### config.mk
export PLATFORM = sky130hd
export DESIGN_NAME = bit_serializer
export DESIGN_NICKNAME = d
export VERILOG_FILES = /design/src/rtl/bit_serializer.sv
export SDC_FILE = /design/constraint.sdc
export NUM_CORES = 1
export LEC_CHECK = 0
export BUFFER_PORTS_ARGS = -buffer_cell sky130_fd_sc_hd__clkbuf_2
export CAP_MARGIN = 20
export CORE_MARGIN = 3
export CORE_UTILIZATION = 40
export DETAILED_ROUTE_END_ITERATION = 8
export PLACE_DENSITY = 0.71
export SETUP_SLACK_MARGIN = 0.5
export SYNTH_ARGS = -nofsm -noshare
export SYNTH_HDL_FRONTEND = slang
export SYNTH_SLANG_ARGS = --single-unit
### constraint.sdc
create_clock -name clk -period 1.96 [get_ports clk]
set_clock_uncertainty 0.15 [all_clocks]
set_input_delay 0.49 -clock clk [delete_from_list [all_inputs] [get_ports clk]]
set_output_delay 0.49 -clock clk [all_outputs]
set_load 0.03 [all_outputs]
### src/rtl/bit_serializer.sv
// Parallel-in, serial-out stage feeding the sequence detector's x input.
// A holding register double-buffers words so consecutive words stream without a gap.
module bit_serializer #(
  parameter int WIDTH     = 8,
  parameter int DIV       = 1,
  parameter bit MSB_FIRST = 1'b1,
  parameter bit IDLE_BIT  = 1'b0
) (
  input  logic             clk,
  input  logic             rst,
  input  logic [WIDTH-1:0] din,
  input  logic             din_valid,
  output logic             din_ready,
  output logic             x,
  output logic             x_valid,
  output logic             bit_tick,
  output logic             frame_done,
  output logic             busy
);

  localparam int BCW = $clog2(WIDTH);
  localparam int DCW = (DIV > 1) ? $clog2(DIV) : 1;
  localparam logic [BCW-1:0] BIT_LAST = BCW'(WIDTH - 1);
  localparam logic [DCW-1:0] DIV_LAST = DCW'(DIV - 1);

  if (WIDTH < 2 || DIV < 1) begin : g_param_check
    $error("bit_serializer: WIDTH must be >= 2 and DIV must be >= 1");
  end

  typedef enum logic {IDLE, SHIFT} state_t;

  state_t           state, state_next;
  logic [WIDTH-1:0] hr, sr, sr_next;
  logic             hr_valid;
  logic [BCW-1:0]   bit_cnt, bit_next;
  logic [DCW-1:0]   div_cnt, div_next;
  logic             x_next, x_valid_next, bit_tick_next, frame_done_next;
  logic             accept, bit_end, word_end, load, advance;

  function automatic logic first_bit(input logic [WIDTH-1:0] w);
    return MSB_FIRST ? w[WIDTH-1] : w[0];
  endfunction

  function automatic logic [WIDTH-1:0] shifted(input logic [WIDTH-1:0] w);
    return MSB_FIRST ? {w[WIDTH-2:0], 1'b0} : {1'b0, w[WIDTH-1:1]};
  endfunction

  assign din_ready = !hr_valid && !rst;
  assign busy      = (state == SHIFT) || hr_valid;
  assign accept    = din_valid && din_ready;
  assign bit_end   = (state == SHIFT) && (div_cnt == DIV_LAST);
  assign word_end  = bit_end && (bit_cnt == BIT_LAST);
  // A buffered word moves into SR either from idle or exactly at a word boundary.
  assign load      = hr_valid && ((state == IDLE) || word_end);
  assign advance   = bit_end && !word_end;

  always_ff @(posedge clk or posedge rst) begin
    if (rst) begin
      hr       <= '0;
      hr_valid <= 1'b0;
    end else if (accept) begin
      hr       <= din;
      hr_valid <= 1'b1;
    end else if (load) begin
      hr_valid <= 1'b0;
    end
  end

  always_ff @(posedge clk or posedge rst) begin
    if (rst) begin
      state      <= IDLE;
      sr         <= '0;
      bit_cnt    <= '0;
      div_cnt    <= '0;
      x          <= IDLE_BIT;
      x_valid    <= 1'b0;
      bit_tick   <= 1'b0;
      frame_done <= 1'b0;
    end else begin
      state      <= state_next;
      sr         <= sr_next;
      bit_cnt    <= bit_next;
      div_cnt    <= div_next;
      x          <= x_next;
      x_valid    <= x_valid_next;
      bit_tick   <= bit_tick_next;
      frame_done <= frame_done_next;
    end
  end

  always_comb begin
    state_next = state;
    case (state)
      IDLE:    if (hr_valid) state_next = SHIFT;
      SHIFT:   if (word_end && !hr_valid) state_next = IDLE;
      default: state_next = IDLE;
    endcase
  end

  always_comb begin
    sr_next         = sr;
    bit_next        = bit_cnt;
    div_next        = div_cnt;
    x_next          = x;
    x_valid_next    = x_valid;
    bit_tick_next   = 1'b0;
    frame_done_next = word_end;
    if (load) begin
      sr_next       = hr;
      bit_next      = '0;
      div_next      = '0;
      x_next        = first_bit(hr);
      x_valid_next  = 1'b1;
      bit_tick_next = 1'b1;
    end else if (advance) begin
      sr_next       = shifted(sr);
      bit_next      = bit_cnt + 1'b1;
      div_next      = '0;
      x_next        = first_bit(shifted(sr));
      bit_tick_next = 1'b1;
    end else if (state == SHIFT && !word_end) begin
      div_next = div_cnt + 1'b1;
    end else begin
      bit_next     = '0;
      div_next     = '0;
      x_next       = IDLE_BIT;
      x_valid_next = 1'b0;
    end
  end

endmodule

==> results.sh, run 1 <==
export IMPL_syn2layout_area_growth_pct=37.77
export IMPL_nets=130
export IMPL_multiInputGateArea_um2=549.3
export IMPL_max_vdd_ir_drop_mv=0.8706
export IMPL_cts_buffers=3
export IMPL_cts_tree="yes"
export IMPL_relSlewSlack_pct=66.27
export IMPL_die_w_um=58.68
export IMPL_hold_viol=0
export IMPL_wire_per_inst_um=16.34
export IMPL_syn_nets=98
export IMPL_routed_via_density=5.329
export IMPL_intPower_w=0.001339
export IMPL_worst_setup_path_type="reg -> out"
export IMPL_leakage_nw=0.7399
export IMPL_ys_warn_count=0
export IMPL_nFillCells=203
export IMPL_seq_area_um2=628.1
export IMPL_grt_first_pass_wirelength_mm=3.850
export IMPL_synth_seq_cells=25
export IMPL_p_sw_share_pct=31.66
export IMPL_grt_max_degree=26
export IMPL_hold_path_class="in -> async"
export IMPL_fin_area_um2=1529
export IMPL_place_inst=131
export IMPL_max_freq_mhz=554.9
export IMPL_p_comb_share_pct=43.6
export IMPL_clock_latency_ns=0.31
export IMPL_ctsHtreeMaxLevel=1
export IMPL_pwr_share_clk_pct=11.4
export IMPL_tns_ns=0
export IMPL_vias=778
export IMPL_syn_instance_count=85
export IMPL_dpl_cell_area_um2=1241
export IMPL_cp_slowest_stage_delay_ns=0.46
export IMPL_cp_slowest_cell="dfrtp_2"
export IMPL_routed_wirelength_mm=2.386
export IMPL_drc=0
export IMPL_worstSetupEndpointType="output port"
export IMPL_ys_types=27
export IMPL_synth_edf_count=0
export IMPL_clock_sinks=25
export IMPL_crit_chain="or2_4 -> buf_8"
export IMPL_grt_pass1_vias=772
export IMPL_synthFlopType="dfrtp_1"
export IMPL_cts_path_max_buffers=2
export IMPL_portBuffers=16
export IMPL_max_cap_violations=0
export IMPL_startpoint_type="register"
export IMPL_dp_hpwl_mm=1.373
export IMPL_rsz0062_at_grt="true"
export IMPL_cts_clk_slew_worst_paths_ns=0.13
export IMPL_p_sw_w=0.0006201
export IMPL_fp_row_count=18
export IMPL_syn_area_per_cell_um2=13.06
export IMPL_crit_fanout=3
export IMPL_netlist_area_um2=1110
export IMPL_path_delay_family="flip-flops"
export IMPL_status="finished clean"
export IMPL_period_needed_ns=1.802
export IMPL_fin_crit_sh_pct=91.94
export IMPL_path_buf_inv=1
export IMPL_grt_ovfl_total=0
export IMPL_setup_viol=0
export IMPL_core_area_um2=2567
export IMPL_seq_area_frac_synth_pct=56.37
export IMPL_drt_pass1_iter_count=6
export IMPL_hold_buffers=0
export IMPL_start_util_pct=43.23
export IMPL_drt_iter0_markers=21
export IMPL_async_flop_share_pct=100.0
export IMPL_tightest_slew_ns=0.5060
export IMPL_drive_gt1_share_pct=54.31
export IMPL_grt_usage_pct=14.97
export IMPL_fin_cells=146
export IMPL_cts_root_buffer="clkbuf_4"
export IMPL_seq_power_share_pct=45.0
export IMPL_required_ns=1.32
export IMPL_place_congestion=0.7851
export IMPL_die_area_um2=3443
export IMPL_drv_slew=0
export IMPL_ant_nets=0
export IMPL_grt_antenna_before_repair=0
export IMPL_cp_data_arrival_time_ns=1.16
export IMPL_die_h_um=58.68
export IMPL_powerDensity_nw_per_um2=1281
export IMPL_antenna_cells=0
export IMPL_ios=17
[cell families (layout without fill, tap and decap cells)]
family,after synthesis,in the layout,share of synthesized area [%]
AO/OA/AOI/OAI,17,17,13.19
adder cells (fa/ha/maj),2,2,2.254
buffers and inverters,8,38,4.396
flip-flops,25,25,56.37
multiplexers,8,8,10.82
other,1,1,0.3379
AND/OR/NAND/NOR,24,25,12.63
[registers in the layout, summed over array words and instances (netlist names)]
| name | cells |
|---|---|
| bit_cnt | 3 |
| bit_tick | 1 |
| div_cnt | 1 |
| frame_done | 1 |
| hr | 8 |
| hr_valid | 1 |
| sr | 7 |
| state | 1 |
| x | 1 |
| x_valid | 1 |
[through the flow]
| step | power, W | hold slack [ns] | worst slack (ns) | utilization, % |
|---|---|---|---|---|
| after floorplan | 0.001306 | 0.3228 | 0.3715 | - |
| after global placement | 0.001400 | 0.3425 | 0.3115 | 48.34 |
| after detailed placement | 0.001429 | 0.3479 | 0.2772 | 48.34 |
| after CTS | 0.001828 | 0.07389 | 0.1536 | 55.75 |
| after global routing | 0.002092 | 0.1032 | 0.1157 | 59.55 |
| final | 0.001959 | 0.06874 | 0.1580 | 59.55 |
[Yosys cell counts, drive strengths merged (2+ instances only)]
| library cell | number | area [µm²] |
|---|---|---|
| buf | 3 | 30.03 |
| nor2 | 6 | 30.03 |
| nand2b | 3 | 18.77 |
| dfrtp | 25 | 625.6 |
| mux2 | 8 | 120.1 |
| a221o | 6 | 60.06 |
| inv | 4 | 15.01 |
| nand2 | 3 | 11.26 |
| ha | 2 | 25.02 |
| and3 | 6 | 37.54 |
| a22oi | 2 | 15.01 |
| a31o | 2 | 17.52 |
| a21oi | 3 | 15.01 |
[routing by layer]
metal  wire length (µm)  global-route usage (%)  up-vias
met5                  0                       0        -
li1                   -                       -      367
met3                127                   4.825        2
met2               1242                   23.13       21
met1               1002                   20.94      388
met4                 13                   2.913        0
[worst paths after layout]
path,depth (start not counted),slack (ns),start,end
max in group asynchronous,3,1.33,rst,state
hold / removal,3,0.07,rst,hr[1]
setup / recovery,2,0.16,hr_valid,busy
setup reg to reg,5,0.26,bit_cnt[0],sr[1]
hold reg to reg,1,0.38,sr[3],sr[3]
min in group clk,2,0.25,din[1],hr[1]
[worst register-to-register path: stages (launching register included)]
cell and delay [ns]:
dfrtp_1 0.41, ha_2 0.20, ha_4 0.18, and2b_2 0.23
o21ai_4 0.08, a221o_1 0.33
[cell type report]
type / count / area share (%)
clock buffer: 4 / 1.718
inverter: 4 / 0.9820
multi-input combinational: 53 / 35.92
sequential: 25 / 41.08
tap: 30 / 2.455
timing repair buffer: 30 / 17.84
[cells in the final DEF, fill, tap and decap left out, types with 2 or more instances in the layout]
cell type   n
a21oi_1     2
a221o_1     6
a31o_4      2
and3_1      6
buf_4       9
buf_6       4
buf_8       6
clkbuf_2   10
clkbuf_4    3
dfrtp_1    23
dfrtp_2     2
inv_1       4
mux2_4      8
nand2_1     2
nand2b_1    2
nor2_1      4
nor2_4      2
[power groups by stage]
stage / sequential (W) / clock, W / combinational, W
after global routing: 0.000911 / 0.000254 / 0.000927
final: 0.000881 / 0.000223 / 0.000855
after global placement: 0.000874 / 0 / 0.000526
after detailed placement: 0.000880 / 0 / 0.000549
after CTS: 0.000870 / 0.000228 / 0.000729
after floorplan: 0.000861 / 0 / 0.000445
[repair_timing]
action	in CTS	in global routing
gates cloned	1	0
pin swaps	6	9
endpoints found under the hold margin	0	0
gates resized for setup	22	18
setup endpoints to repair	26	28
setup buffers	6	4
(Power assumes the default switching activity.)
==> run 2: changes to the inputs <==
==> constraint.sdc (replaced) <==
create_clock -name clk -period 1.7 [get_ports clk]
set_clock_uncertainty 0.15 [all_clocks]
set_input_delay 0.425 -clock clk [delete_from_list [all_inputs] [get_ports clk]]
set_output_delay 0.425 -clock clk [all_outputs]
set_load 0.03 [all_outputs]
==> results.sh, run 2 (synthesis results as in run 1) <==
export IMPL_status="finished, violations left"
export IMPL_failed_checks="setup timing"
export IMPL_max_vdd_ir_drop_mv=1.005
export IMPL_fp_row_count=18
export IMPL_grt_first_pass_wirelength_mm=4.505
export IMPL_die_w_um=58.68
export IMPL_ios=17
export IMPL_ctsHtreeMaxLevel=1
export IMPL_max_freq_mhz=576.5
export IMPL_use_met1_pct=23.35
export IMPL_grt_busiest_layer="met2"
export IMPL_grt_ovfl_total=0
export IMPL_wire_per_inst_um=17.98
export IMPL_fin_crit_sh_pct=102.0
export IMPL_dp_hpwl_mm=1.468
export IMPL_syn2layout_area_growth_pct=44.64
export IMPL_hold_slack_ns=0.003318
export IMPL_timing_final_ws_setup_ns=-0.03449
export IMPL_reg2reg_to="sr[3]"
export IMPL_largest_register_ffs=8
export IMPL_drt_iter0_markers=9
export IMPL_most_common_layout_cells="22 x dfrtp_1, 11 x buf_4, 10 x clkbuf_2, 8 x mux2_4, 8 x buf_6"
export IMPL_cts_tree="yes"
export IMPL_portBuffers=16
export IMPL_routed_wirelength_mm=2.715
export IMPL_clock_latency_ns=0.32
export IMPL_worstSetupEndpointType="output port"
export IMPL_utilization_pct=62.52
export IMPL_start_util_pct=43.23
export IMPL_leakage_nw=0.7704
export IMPL_powerDensity_nw_per_um2=1466
export IMPL_drive_gt1_share_pct=61.16
export IMPL_antenna_cells=0
export IMPL_nets=135
export IMPL_met3_usage_pct=4.605
export IMPL_vias=829
export IMPL_setup_viol=8
export IMPL_hold_path_class="in -> async"
export IMPL_startpoint_type="register"
export IMPL_cts_buffers=3
export IMPL_place_congestion=0.8372
export IMPL_core_area_um2=2567
export IMPL_ant_nets=0
export IMPL_largestRegisters="hr: 8 flops, sr: 7 flops, bit_cnt: 3 flops"
export IMPL_grt_usage_pct=17.77
export IMPL_cp_data_arrival_time_ns=1.16
export IMPL_grt_pass1_vias=852
export IMPL_required_ns=1.12
export IMPL_critical_path_endpoint="busy"
export IMPL_cts_root_buffer="clkbuf_4"
export IMPL_drv_slew=0
export IMPL_grt_antenna_before_repair=0
export IMPL_worstSetupStartpoint="hr_valid"
export IMPL_top_register="hr"
export IMPL_clock_sinks=25
export IMPL_nFillCells=200
export IMPL_tns_ns=-0.1271
export IMPL_rsz0062_at_grt="true"
export IMPL_r2r_slack_ns=-0.03
export IMPL_ff2ff_path_depth=5
export IMPL_worst_setup_path_type="reg -> out"
export IMPL_gr_usage_met2_pct=29.82
export IMPL_final_common_cell="dfrtp_1"
export IMPL_routed_via_density=5.490
export IMPL_grt_max_degree=26
export IMPL_drc=0
export IMPL_max_cap_violations=0
export IMPL_die_h_um=58.68
export IMPL_die_area_um2=3443
export IMPL_drt_pass1_iter_count=4
export IMPL_cts_path_max_buffers=2
export IMPL_hold_viol=0
export IMPL_period_needed_ns=1.734
export IMPL_cts_clk_slew_worst_paths_ns=0.13
export IMPL_crit_fanout=2
export IMPL_worstReg2RegStart="bit_cnt[0]"
## run 2: changes by cell type in the layout (fill, tap and decap cells not counted), moves of 2 or more
cell     previous run  this run
a21oi_1             2         0
a21oi_2             1         3
buf_4               9        11
buf_6               4         8
## run 2: layout make-up
type	count	area [µm²]	area share, %
multi-input cells	53	583.1	36.32
clock inverters	1	5.005	0.3118
clock buffers	3	22.52	1.403
inverters	4	15.01	0.9353
repair buffers	35	312.8	19.49
flip-flops and latches	25	629.4	39.21
well taps	30	37.54	2.338
## run 2: critical path, cell delays in order, from the launching register on
cell	delay, ns
dfrtp_2	0.44
or2_4	0.26
buf_8	0.13
## run 2: what timing repair did
action                                  4_1_cts  5_1_grt
buffers inserted                              9        5
hold buffers                                  0        0
endpoints found under the setup margin       30       30
cloned                                        1        0
pin swaps                                    15       10
gates resized for setup                      35       18
endpoints found under the hold margin         0        0
## run 2: worst min path at each step
stage / start / endpoint / cells past startpoint
finish: rst / hr[2] / 3
global route: rst / hr[2] / 3
CTS: rst / hr[2] / 3
detailed placement: sr[2] / sr[2] / 1
global placement: hr[4] / sr[4] / 1
floorplan: rst / bit_cnt[0] / 1
## run 2: power breakdown
group / internal [W] / total (W) / switching [W]
Clock: 0.0000884 / 0.000269 / 0.000180
Sequential: 0.000831 / 0.00102 / 0.000190
Combinational: 0.000652 / 0.00106 / 0.000410
## run 2: metal layers
layer	wire length, µm	vias to the layer above	share of wire (%)
met2	1412	26	52
met4	21	0	0.77
met1	1142	419	42
met3	138	5	5.1
met5	0	-	0
li1	-	379	-
## run 2: stage by stage
stage | power [W] | std cells | cell area, µm² | setup slack, ns
2_1_floorplan | 0.001506 | 85 | 1131 | 0.1115
3_3_place_gp | 0.001636 | 132 | 1249 | 0.02883
3_5_place_dp | 0.001664 | 132 | 1249 | 0.0007112
4_1_cts | 0.002176 | 146 | 1513 | -0.03052
5_1_grt | 0.002494 | 151 | 1605 | -0.08637
6_report | 0.002353 | 151 | 1605 | -0.03449
